### config.mk
export PLATFORM = sky130hd
export DESIGN_NAME = punc_controller
export DESIGN_NICKNAME = d
export VERILOG_FILES = /design/src/rtl/punc_controller.sv
export SDC_FILE = /design/constraint.sdc
export NUM_CORES = 1
export LEC_CHECK = 0
export ABC_CLOCK_PERIOD_IN_PS = 4200
export BUFFER_PORTS_ARGS = -buffer_cell sky130_fd_sc_hd__buf_2
export CAP_MARGIN = 20
export CORE_MARGIN = 10
export CORE_UTILIZATION = 39
export CTS_BUF_LIST = sky130_fd_sc_hd__clkbuf_16
export DETAILED_ROUTE_END_ITERATION = 8
export PLACE_DENSITY_LB_ADDON = 0.05
export SYNTH_ARGS = -nofsm -noshare
export SYNTH_HDL_FRONTEND = slang
export SYNTH_SLANG_ARGS = --single-unit
export TNS_END_PERCENT = 30
### constraint.sdc
create_clock -name clk -period 4.2 [get_ports clk]
set_input_delay 0.84 -clock clk [delete_from_list [all_inputs] [get_ports clk]]
set_output_delay 0.84 -clock clk [all_outputs]
set_load 0.1 [all_outputs]
### src/rtl/punc_controller.sv
//==============================================================================
// Module      : punc_controller
// Description : Control FSM for the PUnC LC3 processor. It decodes the state
//               and the instruction register into the datapath control word.
// Revision    : 1.0 - initial release
//==============================================================================
`default_nettype none
`timescale 1ns/1ps

module punc_controller (
    input  logic        clk,
    input  logic        rst,
    input  logic [15:0] ir,
    input  logic        nzp_true,

    output logic        pc_ld,
    output logic        pc_clr,
    output logic        pc_inc,
    output logic [1:0]  pc_sel,

    output logic        ir_ld,
    output logic        ir_clr,

    output logic        mem_rd,
    output logic        mem_wr,
    output logic [1:0]  mem_r_addr_sel,
    output logic [1:0]  mem_w_addr_sel,

    output logic [1:0]  rf_w_data_sel,
    output logic        rf_w_addr_sel,
    output logic        rf_w_wr,
    output logic        rf_r0_addr_sel,
    output logic        rf_r0_rd,
    output logic        rf_r1_rd,

    output logic        temp_ld,
    output logic        nzp_ld,
    output logic        nzp_clr,

    output logic [1:0]  alu_sel,
    output logic        alu_first_val_sel,

    output logic        halted
);

    typedef enum logic [2:0] {
        c_ST_INIT   = 3'd0,
        c_ST_FETCH  = 3'd1,
        c_ST_DECODE = 3'd2,
        c_ST_EXEC   = 3'd3,
        c_ST_EXEC2  = 3'd4,
        c_ST_HALT   = 3'd5
    } state_t;

    localparam logic [3:0] c_OP_BR   = 4'b0000;
    localparam logic [3:0] c_OP_ADD  = 4'b0001;
    localparam logic [3:0] c_OP_LD   = 4'b0010;
    localparam logic [3:0] c_OP_ST   = 4'b0011;
    localparam logic [3:0] c_OP_JSR  = 4'b0100;
    localparam logic [3:0] c_OP_AND  = 4'b0101;
    localparam logic [3:0] c_OP_LDR  = 4'b0110;
    localparam logic [3:0] c_OP_STR  = 4'b0111;
    localparam logic [3:0] c_OP_NOT  = 4'b1001;
    localparam logic [3:0] c_OP_LDI  = 4'b1010;
    localparam logic [3:0] c_OP_STI  = 4'b1011;
    localparam logic [3:0] c_OP_JMP  = 4'b1100;
    localparam logic [3:0] c_OP_LEA  = 4'b1110;
    localparam logic [3:0] c_OP_HALT = 4'b1111;

    // Select encodings shared with the datapath
    localparam logic [1:0] c_PC_OFF9     = 2'd0;
    localparam logic [1:0] c_PC_OFF11    = 2'd1;
    localparam logic [1:0] c_PC_R1       = 2'd2;
    localparam logic [1:0] c_MRA_PC      = 2'd0;
    localparam logic [1:0] c_MRA_OFF9    = 2'd1;
    localparam logic [1:0] c_MRA_TEMP    = 2'd2;
    localparam logic [1:0] c_MRA_R1OFF6  = 2'd3;
    localparam logic [1:0] c_MWA_OFF9    = 2'd0;
    localparam logic [1:0] c_MWA_TEMP    = 2'd1;
    localparam logic [1:0] c_MWA_R1OFF6  = 2'd2;
    localparam logic [1:0] c_RFD_ALU     = 2'd0;
    localparam logic [1:0] c_RFD_OFF9    = 2'd1;
    localparam logic [1:0] c_RFD_MEM     = 2'd2;
    localparam logic [1:0] c_RFD_PC      = 2'd3;
    localparam logic       c_RFA_R7      = 1'b0;
    localparam logic       c_RFA_DR      = 1'b1;
    localparam logic       c_R0A_DR      = 1'b0;
    localparam logic       c_R0A_SR2     = 1'b1;
    localparam logic [1:0] c_ALU_ADD     = 2'd1;
    localparam logic [1:0] c_ALU_AND     = 2'd2;
    localparam logic [1:0] c_ALU_NOT     = 2'd3;

    state_t     r_state;
    logic [3:0] w_opcode;
    logic       w_unused;

    assign w_opcode = ir[15:12];
    // Offsets and register fields are consumed directly by the datapath
    assign w_unused = ^{ir[10:6], ir[4:0]};

    //--------------------------------------------------------------------------
    // State register and next-state logic
    //--------------------------------------------------------------------------
    always_ff @(posedge clk or negedge rst) begin
        if (!rst) begin
            r_state <= c_ST_INIT;
        end else begin
            case (r_state)
                c_ST_INIT:   r_state <= c_ST_FETCH;
                c_ST_FETCH:  r_state <= c_ST_DECODE;
                c_ST_DECODE: r_state <= (w_opcode == c_OP_HALT) ? c_ST_HALT : c_ST_EXEC;
                c_ST_EXEC:   r_state <= (w_opcode == c_OP_LDI || w_opcode == c_OP_STI)
                                        ? c_ST_EXEC2 : c_ST_FETCH;
                c_ST_EXEC2:  r_state <= c_ST_FETCH;
                c_ST_HALT:   r_state <= c_ST_HALT;
                default:     r_state <= c_ST_INIT;
            endcase
        end
    end

    //--------------------------------------------------------------------------
    // Control word decode
    //--------------------------------------------------------------------------
    always_comb begin
        pc_ld             = 1'b0;
        pc_clr            = 1'b0;
        pc_inc            = 1'b0;
        pc_sel            = 2'd0;
        ir_ld             = 1'b0;
        ir_clr            = 1'b0;
        mem_rd            = 1'b0;
        mem_wr            = 1'b0;
        mem_r_addr_sel    = 2'd0;
        mem_w_addr_sel    = 2'd0;
        rf_w_data_sel     = 2'd0;
        rf_w_addr_sel     = 1'b0;
        rf_w_wr           = 1'b0;
        rf_r0_addr_sel    = 1'b0;
        rf_r0_rd          = 1'b0;
        rf_r1_rd          = 1'b0;
        temp_ld           = 1'b0;
        nzp_ld            = 1'b0;
        nzp_clr           = 1'b0;
        alu_sel           = 2'd0;
        alu_first_val_sel = 1'b0;
        halted            = 1'b0;

        case (r_state)
            c_ST_INIT: begin
                pc_clr  = 1'b1;
                ir_clr  = 1'b1;
                nzp_clr = 1'b1;
            end

            c_ST_FETCH: begin
                mem_r_addr_sel = c_MRA_PC;
                mem_rd         = 1'b1;
                ir_ld          = 1'b1;
                pc_inc         = 1'b1;
            end

            c_ST_EXEC: begin
                case (w_opcode)
                    c_OP_ADD, c_OP_AND: begin
                        rf_r0_addr_sel    = c_R0A_SR2;
                        rf_r0_rd          = 1'b1;
                        rf_r1_rd          = 1'b1;
                        alu_first_val_sel = ir[5];
                        alu_sel           = (w_opcode == c_OP_ADD) ? c_ALU_ADD : c_ALU_AND;
                        rf_w_data_sel     = c_RFD_ALU;
                        rf_w_addr_sel     = c_RFA_DR;
                        rf_w_wr           = 1'b1;
                        nzp_ld            = 1'b1;
                    end
                    c_OP_NOT: begin
                        rf_r1_rd      = 1'b1;
                        alu_sel       = c_ALU_NOT;
                        rf_w_data_sel = c_RFD_ALU;
                        rf_w_addr_sel = c_RFA_DR;
                        rf_w_wr       = 1'b1;
                        nzp_ld        = 1'b1;
                    end
                    c_OP_BR: begin
                        // nzp_true is already 0 when ir[11:9] is 000
                        if (nzp_true) begin
                            pc_sel = c_PC_OFF9;
                            pc_ld  = 1'b1;
                        end
                    end
                    c_OP_JMP: begin
                        rf_r1_rd = 1'b1;
                        pc_sel   = c_PC_R1;
                        pc_ld    = 1'b1;
                    end
                    c_OP_JSR: begin
                        // Read of the base register and link write share one edge,
                        // so JSRR R7 jumps to the old R7.
                        rf_w_addr_sel = c_RFA_R7;
                        rf_w_data_sel = c_RFD_PC;
                        rf_w_wr       = 1'b1;
                        pc_ld         = 1'b1;
                        if (ir[11]) begin
                            pc_sel = c_PC_OFF11;
                        end else begin
                            pc_sel   = c_PC_R1;
                            rf_r1_rd = 1'b1;
                        end
                    end
                    c_OP_LD, c_OP_LDR: begin
                        mem_r_addr_sel = (w_opcode == c_OP_LD) ? c_MRA_OFF9 : c_MRA_R1OFF6;
                        rf_r1_rd       = (w_opcode == c_OP_LDR);
                        mem_rd         = 1'b1;
                        rf_w_data_sel  = c_RFD_MEM;
                        rf_w_addr_sel  = c_RFA_DR;
                        rf_w_wr        = 1'b1;
                        nzp_ld         = 1'b1;
                    end
                    c_OP_LEA: begin
                        rf_w_data_sel = c_RFD_OFF9;
                        rf_w_addr_sel = c_RFA_DR;
                        rf_w_wr       = 1'b1;
                        nzp_ld        = 1'b1;
                    end
                    c_OP_ST, c_OP_STR: begin
                        rf_r0_addr_sel = c_R0A_DR;
                        rf_r0_rd       = 1'b1;
                        mem_w_addr_sel = (w_opcode == c_OP_ST) ? c_MWA_OFF9 : c_MWA_R1OFF6;
                        rf_r1_rd       = (w_opcode == c_OP_STR);
                        mem_wr         = 1'b1;
                    end
                    c_OP_LDI, c_OP_STI: begin
                        // First access fetches the pointer into temp
                        mem_r_addr_sel = c_MRA_OFF9;
                        mem_rd         = 1'b1;
                        temp_ld        = 1'b1;
                    end
                    default: begin
                    end
                endcase
            end

            c_ST_EXEC2: begin
                if (w_opcode == c_OP_LDI) begin
                    mem_r_addr_sel = c_MRA_TEMP;
                    mem_rd         = 1'b1;
                    rf_w_data_sel  = c_RFD_MEM;
                    rf_w_addr_sel  = c_RFA_DR;
                    rf_w_wr        = 1'b1;
                    nzp_ld         = 1'b1;
                end else if (w_opcode == c_OP_STI) begin
                    mem_w_addr_sel = c_MWA_TEMP;
                    rf_r0_addr_sel = c_R0A_DR;
                    rf_r0_rd       = 1'b1;
                    mem_wr         = 1'b1;
                end
            end

            c_ST_HALT: begin
                halted = 1'b1;
            end

            default: begin
            end
        endcase
    end

endmodule

`default_nettype wire

## Word level (Yosys, flattened, before mapping)

Cells that the tools add are included.

- Register bits: 3
- Input bits: 19
- Output and inout bits: 27
- Word-level logic and storage cells: 81

- Equality and inequality tests: 18
- Mux-type cells: 48
- Reductions and logical operators: 14

Operator list:

| kind | count |
|---|---|
| equality test 4 bit, second input constant | 6 |
| one-hot mux 2 bit (2 select lines) | 6 |
| 2-to-1 mux 1 bit | 23 |
| equality test 4 x 3 -> 1 bit, second input constant | 4 |
| 2-to-1 mux 2 bit | 8 |
| one-hot mux 3 bit (5 select lines) | 1 |
| OR reduction 2 bit | 6 |
| OR reduction 4 bit | 3 |
| one-hot mux 1 bit (2 select lines) | 5 |
| equality test 4 x 2 -> 1 bit, second input constant | 2 |
| OR reduction 7 bit | 1 |
| equality test 3 x 2 -> 1 bit, second input constant | 2 |
| equality test 3 bit, second input constant | 2 |
| 2-to-1 mux 3 bit | 2 |
| one-hot mux 2 bit (3 select lines) | 1 |
| OR reduction 6 bit | 1 |
| equality test 4 x 1 -> 1 bit, second input constant | 1 |
| logical NOT 4 bit | 1 |
| one-hot mux 1 bit (4 select lines) | 1 |
| equality test 3 x 1 -> 1 bit, second input constant | 1 |
| logical NOT 3 bit | 1 |
| one-hot mux 1 bit (3 select lines) | 1 |
| logical OR 1 bit | 1 |

## Logic depth before layout (Yosys ltp)

Gate-level depths: netlist of run 1.

- Word-level depth: 4
- Depth in mapped cells: 6
- Mapped depth without buffers: 4

## Least setup slack after synthesis of run 1

No wires, ideal clock.

- Path type: in2out
- Start point: input ir[13]
- End point: output rf_r1_rd
- Arrival: 5.943 ns
- Data required time: 3.360 ns
- Setup slack: -2.583 ns
- Stages on the path: 3
- Buffers on the path: 1
- Cells stage by stage: buf_2 -> nand2b_1 -> a2111oi_0

- Cells in the longest elaborated chain, start to end: 4
- Elaborated cells between the ends (all ways): 14

RTL lines:

| element | RTL line | source |
|---|---|---|
| from (decl) | 13 | `input logic [15:0] ir,` |
| equality test 4 x 1 -> 1 bit, or another cell as far along | 163 | `case (w_opcode)` |
| OR reduction 4 bit (no line) / OR reduction 2 bit (equally long branches) | - |  |
| one-hot mux 1 bit (4 select lines) * | 163 |  |
| 2-to-1 mux 1 bit * | 148 | `case (r_state)` |
| to (decl) | 34 | `output logic rf_r1_rd,` |

Mark *: on every way between the ends. The rest lies on a longest branch, timed or not.

## Final worst setup path of run 1

- Start point: input ir[12]
- End point: output nzp_ld

- Cells in the longest elaborated chain, start to end: 4
- Elaborated cells between the ends (all ways): 11

RTL lines:

| element | RTL line | source |
|---|---|---|
| equality test 4 x 1 -> 1 bit, or another cell as far along | 163 |  |
| OR reduction 6 bit (no line) | - |  |
| 2-to-1 mux 1 bit | 163 |  |
| one-hot mux 1 bit (2 select lines) * | 148 |  |
| to (decl) | 37 | `output logic nzp_ld,` |

Marked as above.

==> results of run 1 <==
## cell type report
class / instances / area share, %
clock buffer: 3 / 10.5
multi-input combinational: 61 / 50.4
inverter: 2 / 1.05
sequential: 3 / 10.5
clock inverter: 1 / 0.525
timing repair buffer: 35 / 24.5
tap: 14 / 2.45
## synthesized netlist by cell type
master	number
a2111oi_0	1
a21oi_1	9
a21oi_2	1
and2_1	2
and3_1	1
buf_2	5
buf_4	4
buf_6	1
clkbuf_1	1
dfrtp_1	3
inv_1	2
mux2i_1	1
nand2_1	4
nand2b_1	5
nand3_1	1
nand3b_4	1
nand4_1	1
nor2_1	14
nor2b_1	4
nor3_1	4
nor3b_1	1
nor4_1	2
o21bai_1	1
o22ai_1	4
or3_1	1
or3_4	1
xnor2_1	1
xor2_1	1
## per-layer routing
metal / GRT usage, % / routed length [um] / share of wire (%) / vias to the layer above
li1: - / - / - / 318
met1: 11.2 / 762 / 47 / 266
met2: 15.9 / 730 / 45 / 25
met3: 3.42 / 131 / 8.1 / 0
met4: 2.05 / 0 / 0 / 0
met5: 0 / 0 / 0 / -
## stage by stage
| step | worst slack [ns] | hold slack [ns] | cells | instance area (um^2) | utilization, % |
|---|---|---|---|---|---|
| after floorplan | -0.690 | 0.536 | 77 | 513 | - |
| after global placement | 1.16 | 0.582 | 115 | 636 | 54.3 |
| after detailed placement | 1.16 | 0.587 | 115 | 636 | 54.3 |
| after CTS | 1.16 | 0.408 | 119 | 714 | 61.0 |
| after global routing | 1.01 | 0.411 | 119 | 714 | 61.0 |
| final | 1.15 | 0.407 | 119 | 714 | 61.0 |
## cell families (layout without fill, tap and decap cells)
logic type      count (synthesis)  count (layout)  synth area share [%]
compound gates                 16              16                  18.8
xor+xnor                        2               2                  3.46
buf+inv                        13              41                  15.3
flops                           3               3                  14.8
mux                             1               1                  1.98
simple gates                   42              42                  45.7
## worst max-delay path: cells and delay by family
family | cells | cell delay (ns)
buffers and inverters | 2 | 0.62
multiplexers | 1 | 0.23
AND/OR/NAND/NOR | 2 | 0.37
AO/OA/AOI/OAI | 1 | 0.14
## final timing paths
check | start | endpoint
min reg2reg | r_state[2]$_DFF_PN0_ | r_state[1]$_DFF_PN0_
max | ir[12] | nzp_ld
max in group asynchronous | rst | r_state[2]$_DFF_PN0_
min in group clk | r_state[2]$_DFF_PN0_ | r_state[1]$_DFF_PN0_
max reg2reg | r_state[2]$_DFF_PN0_ | r_state[2]$_DFF_PN0_
min | rst | r_state[1]$_DFF_PN0_
==> results.json, run 1 <==
{
  "path_clk_slew_ns": 0.03,
  "area_growth_pct": 41.0,
  "rsz0062_at_grt": "false",
  "cap_viol_max_count": 0,
  "cts_resized": 0,
  "via_per_inst": 5.12,
  "cp-start-kind": "input port",
  "io_buffers": 35,
  "path_max_fanout": 11,
  "maxSlewHeadroom_pct": 67.3,
  "fmax_ghz": 0.328,
  "tritoncts": "done",
  "final_common_cell": "buf_2",
  "slew_viol_final": 0,
  "mostFrequentLayoutCells": "35 x buf_2, 14 x nor2_1, 9 x a21oi_1",
  "syn_nets": 96,
  "yosys_warnings": 0,
  "cts_made_buffers": 3,
  "avgSynthCellArea_um2": 6.58,
  "dieArea_um2": 3140,
  "start_util_pct": 43.3,
  "die_w_um": 56.0,
  "required_ns": 3.36,
  "antennaDiodeCount": 0,
  "tightest_slew_ns": 0.494,
  "grt_antenna_before_repair": 0,
  "ioPinCount": 46,
  "clock_latency_ns": 0.22,
  "ctsHoldBuffers": 0,
  "synth.distinct_cells": 28,
  "yosys-top-cells-area": "dfrtp_1 15%, nor2_1 10%, a21oi_1 8.9%",
  "regMostFlops": "r_state",
  "routed_wirelength_um": 1620,
  "wl_per_cell_um": 13.6,
  "period_minus_slack_ns": 3.05,
  "netlist_area_um2": 507,
  "grt_overflow_total": 0,
  "cts.sinks": 3,
  "crit_top_cell": "buf_2",
  "seq_area_frac_synth_pct": 14.8,
  "setup_viol": 0,
  "regArea_um2": 75.1,
  "post_cts_buffers": 0,
  "die_h_um": 56.0,
  "timing.final.crit_share_pct": 72.6,
  "first_pass_iters": 4,
  "outcome": "completed",
  "fp-row-count": 12,
  "vias": 609,
  "critical_path.slowest_cell": "buf_2",
  "drcViolationCount": 0,
  "coreArea_um2": 1170,
  "grt_max_degree": 13,
  "hp-class": "in2async",
  "ff2ff_path_depth": 3,
  "nNetsFinal": 125,
  "grt_pass1_vias": 586,
  "num-fill-cells": 108,
  "grt_usage_pct": 9.53,
  "drive_gt1_share_pct": 40.0,
  "largest_register_ffs": 3,
  "clockBufferDepth": 2,
  "drt_iter0_drc": 7,
  "critPathKind": "in2out",
  "yosysTopAreaCellShare_pct": 14.8,
  "ff2ff_setup_slack_ns": 2.87,
  "clock_skew_ns": 0.00175,
  "worstSetupEndpointType": "output port",
  "cp_cell_sequence": "buf_2 -> nand2b_1 -> mux2i_1 -> nor2_1 -> o22ai_1 -> buf_2",
  "grt_pass1_wl_um": 2620,
  "hold_viol_final": 0,
  "synth_cells": 77,
  "htree_levels": 1,
  "place_hpwl_um": 1210,
  "ys_ff_latch": 3,
  "cp.arrival_ns": 2.21,
  "synth_top_cell_by_area": "dfrtp_1",
  "clock-root-buffer": "clkbuf_16",
  "largest_registers": "r_state (3)",
  "place_congestion": 0.757,
  "timing.setup.tns_ns": 0,
  "multi_input_area_um2": 360,
  "drtAntennaViolNets": 0,
  "cpPeakStageDelay_ns": 0.46
}
Power of run 1 is left out: the tool's default activity adds up to more than one toggle a clock period on the data nets, which glitch-free logic cannot reach.
==> run 2, diff against run 1 <==
- ABC_AREA: not set -> 1
- ABC_CLOCK_PERIOD_IN_PS: 4200 -> 2700
- CORE_UTILIZATION: 39 -> 33
- clock period: 4.2 -> 2.7 ns (I/O delays scaled with it)
==> run 2 against run 1 <==
- hold slack worse by 0.30 ns
- sequential share of layout area shrank 0.86 points
- critical path depth grew 2
- clock-buffer cell count did not move
- sequential cell count is the same
- cell area up 8.9%
- non-clock buffer count unchanged
- via count up 13%
- clock skew decreased by 0.00059 ns
- worst setup slack worse by 0.75 ns
- register-to-register slack worse by 1.3 ns
- first-iteration DRC count rose to 3.0 times the previous value
- critical path type unchanged
==> results.json, run 2 <==
{
  "outcome": "completed",
  "io_buffers": 35,
  "clock_skew_ns": 0.00116,
  "place_hpwl_um": 1430,
  "clockBufferDepth": 2,
  "die_h_um": 59.8,
  "yosys.cell_count.top_type": "nand2_1",
  "num-fill-cells": 169,
  "synth-main-ff-cell": "dfrtp_1",
  "grt_antenna_before_repair": 0,
  "dieArea_um2": 3580,
  "maxSlewHeadroom_pct": 67.4,
  "first_pass_iters": 4,
  "hold_viol_final": 0,
  "drt_iter0_drc": 21,
  "drtAntennaViolNets": 0,
  "ctsHoldBuffers": 0,
  "tritoncts": "done",
  "yosysTopAreaCellShare_pct": 17.9,
  "ff2ff_path_depth": 5,
  "r2r_end": "r_state[2]$_DFF_PN0_",
  "finish.utilization_pct": 51.7,
  "hp-class": "in2async",
  "grt_max_degree": 11,
  "pre_cts_ws_ns": 0.415,
  "synth_edf_count": 0,
  "timing.final.crit_share_pct": 85.3,
  "fp-row-count": 14,
  "cp-startpoint": "ir[14]",
  "cts_resized": 0,
  "clock_latency_ns": 0.22,
  "cp_cell_sequence": "buf_2 -> inv_1 -> nor2_1 -> nand2_1 -> nand2_1 -> nand2_1 -> nand3_1 -> buf_2",
  "crit_top_cell": "nand2_1",
  "vias": 686,
  "period_minus_slack_ns": 2.30,
  "largest_registers": "r_state (3)",
  "die_w_um": 59.8,
  "wl_per_cell_um": 11.4,
  "async_flop_share_pct": 100,
  "cp-start-kind": "input port",
  "finalWorstSetupSlack_ns": 0.397,
  "path_clk_slew_ns": 0.03,
  "seq_area_frac_synth_pct": 14.4,
  "power.density_nw_per_um2": 1610,
  "synth.distinct_cells": 19,
  "final_common_cell": "buf_2",
  "synth_cells": 98,
  "grt_overflow_total": 0,
  "p_leak_nw": 0.550,
  "setup_viol": 0,
  "syn_nets": 117,
  "yosys-top-cells-area": "nand2_1 18%, dfrtp_1 14%, nor2_1 14%",
  "post_cts_buffers": 0,
  "ys_ff_latch": 3,
  "critical_path.slowest_cell": "buf_2",
  "synth_top_cell_by_area": "nand2_1",
  "drcViolationCount": 0,
  "r2r-start": "r_state[2]$_DFF_PN0_",
  "rsz0062_at_grt": "false",
  "grt_usage_pct": 9.68,
  "clock-root-buffer": "clkbuf_16",
  "path_max_fanout": 6,
  "netlist_area_um2": 523,
  "ff2ff_setup_slack_ns": 1.60,
  "mostFrequentLayoutCells": "35 x buf_2, 25 x nand2_1, 19 x nor2_1",
  "grt_pass1_vias": 637,
  "start_util_pct": 34.7,
  "slew_viol_final": 0,
  "cts_made_buffers": 3,
  "grt_pass1_wl_um": 2820,
  "worstSetupEndpointType": "output port",
  "yosys_warnings": 0,
  "cpPeakStageDelay_ns": 0.42,
  "required_ns": 2.16,
  "largest_register_ffs": 3,
  "htree_levels": 1,
  "routed_wirelength_um": 1690,
  "antennaDiodeCount": 0,
  "via_per_inst": 4.60,
  "tightest_slew_ns": 0.492,
  "regMostFlops": "r_state",
  "cp.arrival_ns": 1.76,
  "drive_gt1_share_pct": 37.6,
  "fmax_ghz": 0.434,
  "nNetsFinal": 153,
  "avgSynthCellArea_um2": 5.34,
  "coreArea_um2": 1510,
  "area_growth_pct": 48.8,
  "critPathKind": "in2out",
  "synthTopCellsByCount": "25 x nand2_1, 19 x nor2_1, 16 x inv_1, 10 x nand3_1, 4 x buf_4",
  "ioPinCount": 46,
  "place_congestion": 0.814,
  "cap_viol_max_count": 0,
  "cts.sinks": 3,
  "peakVddDrop_mv": 1.13
}
run 2: critical path, delay by kind of cell:
kind | cells | cell delay [ns]
buffers and inverters | 3 | 0.67
and+or+nand+nor | 5 | 0.55
run 2: cell type report:
cell class | instances | area (um^2) | area share (%)
multi-input combinational | 72 | 358 | 46.0
timing repair buffer | 35 | 175 | 22.5
sequential | 3 | 75.1 | 9.65
clock buffer | 3 | 75.1 | 9.65
inverter | 19 | 71.3 | 9.16
tap | 16 | 20.0 | 2.57
clock inverter | 1 | 3.75 | 0.482
run 2: cell families after synthesis:
group	after synthesis	synth area share, %
compound gates	7	6.94
buf+inv	23	19.4
flops	3	14.4
simple gates	65	59.3
run 2: how the worst max path moves through the flow:
stage | endpoint | slack [ns] | cells past startpoint
floorplan | nzp_clr | -0.27 | 4
global placement | rf_w_wr | 0.40 | 8
finish | rf_w_wr | 0.40 | 8
global route | rf_w_wr | 0.27 | 8
detailed placement | rf_w_wr | 0.42 | 8
CTS | rf_w_wr | 0.41 | 8
run 2: layer usage:
metal / global-route usage (%) / wire length [um]
met5: 0 / 0
met4: 3.85 / 0
met2: 13.8 / 679
met3: 4.24 / 233
met1: 12.3 / 780
run 2: power breakdown:
group | internal (mW) | switching (mW) | leakage [nW] | total [mW]
combinational | 0.128 | 0.798 | 0.470 | 0.925
clock | 0.191 | 0.0370 | 0.0423 | 0.228
sequential | 0.0642 | 0.0342 | 0.0374 | 0.0984
total | 0.382 | 0.869 | 0.550 | 1.25
run 2: through the flow:
step                      hold WS (ns)  instance area (um^2)  std cells  power, mW  TNS, ns
after floorplan                  0.244                   534         98      0.942    -1.28
after global placement           0.335                   699        145       1.03        0
after detailed placement         0.336                   699        145       1.03        0
after CTS                        0.106                   778        149       1.26        0
after global routing             0.103                   778        149       1.31        0
final                            0.106                   778        149       1.25        0
(Power assumes the default switching activity.)
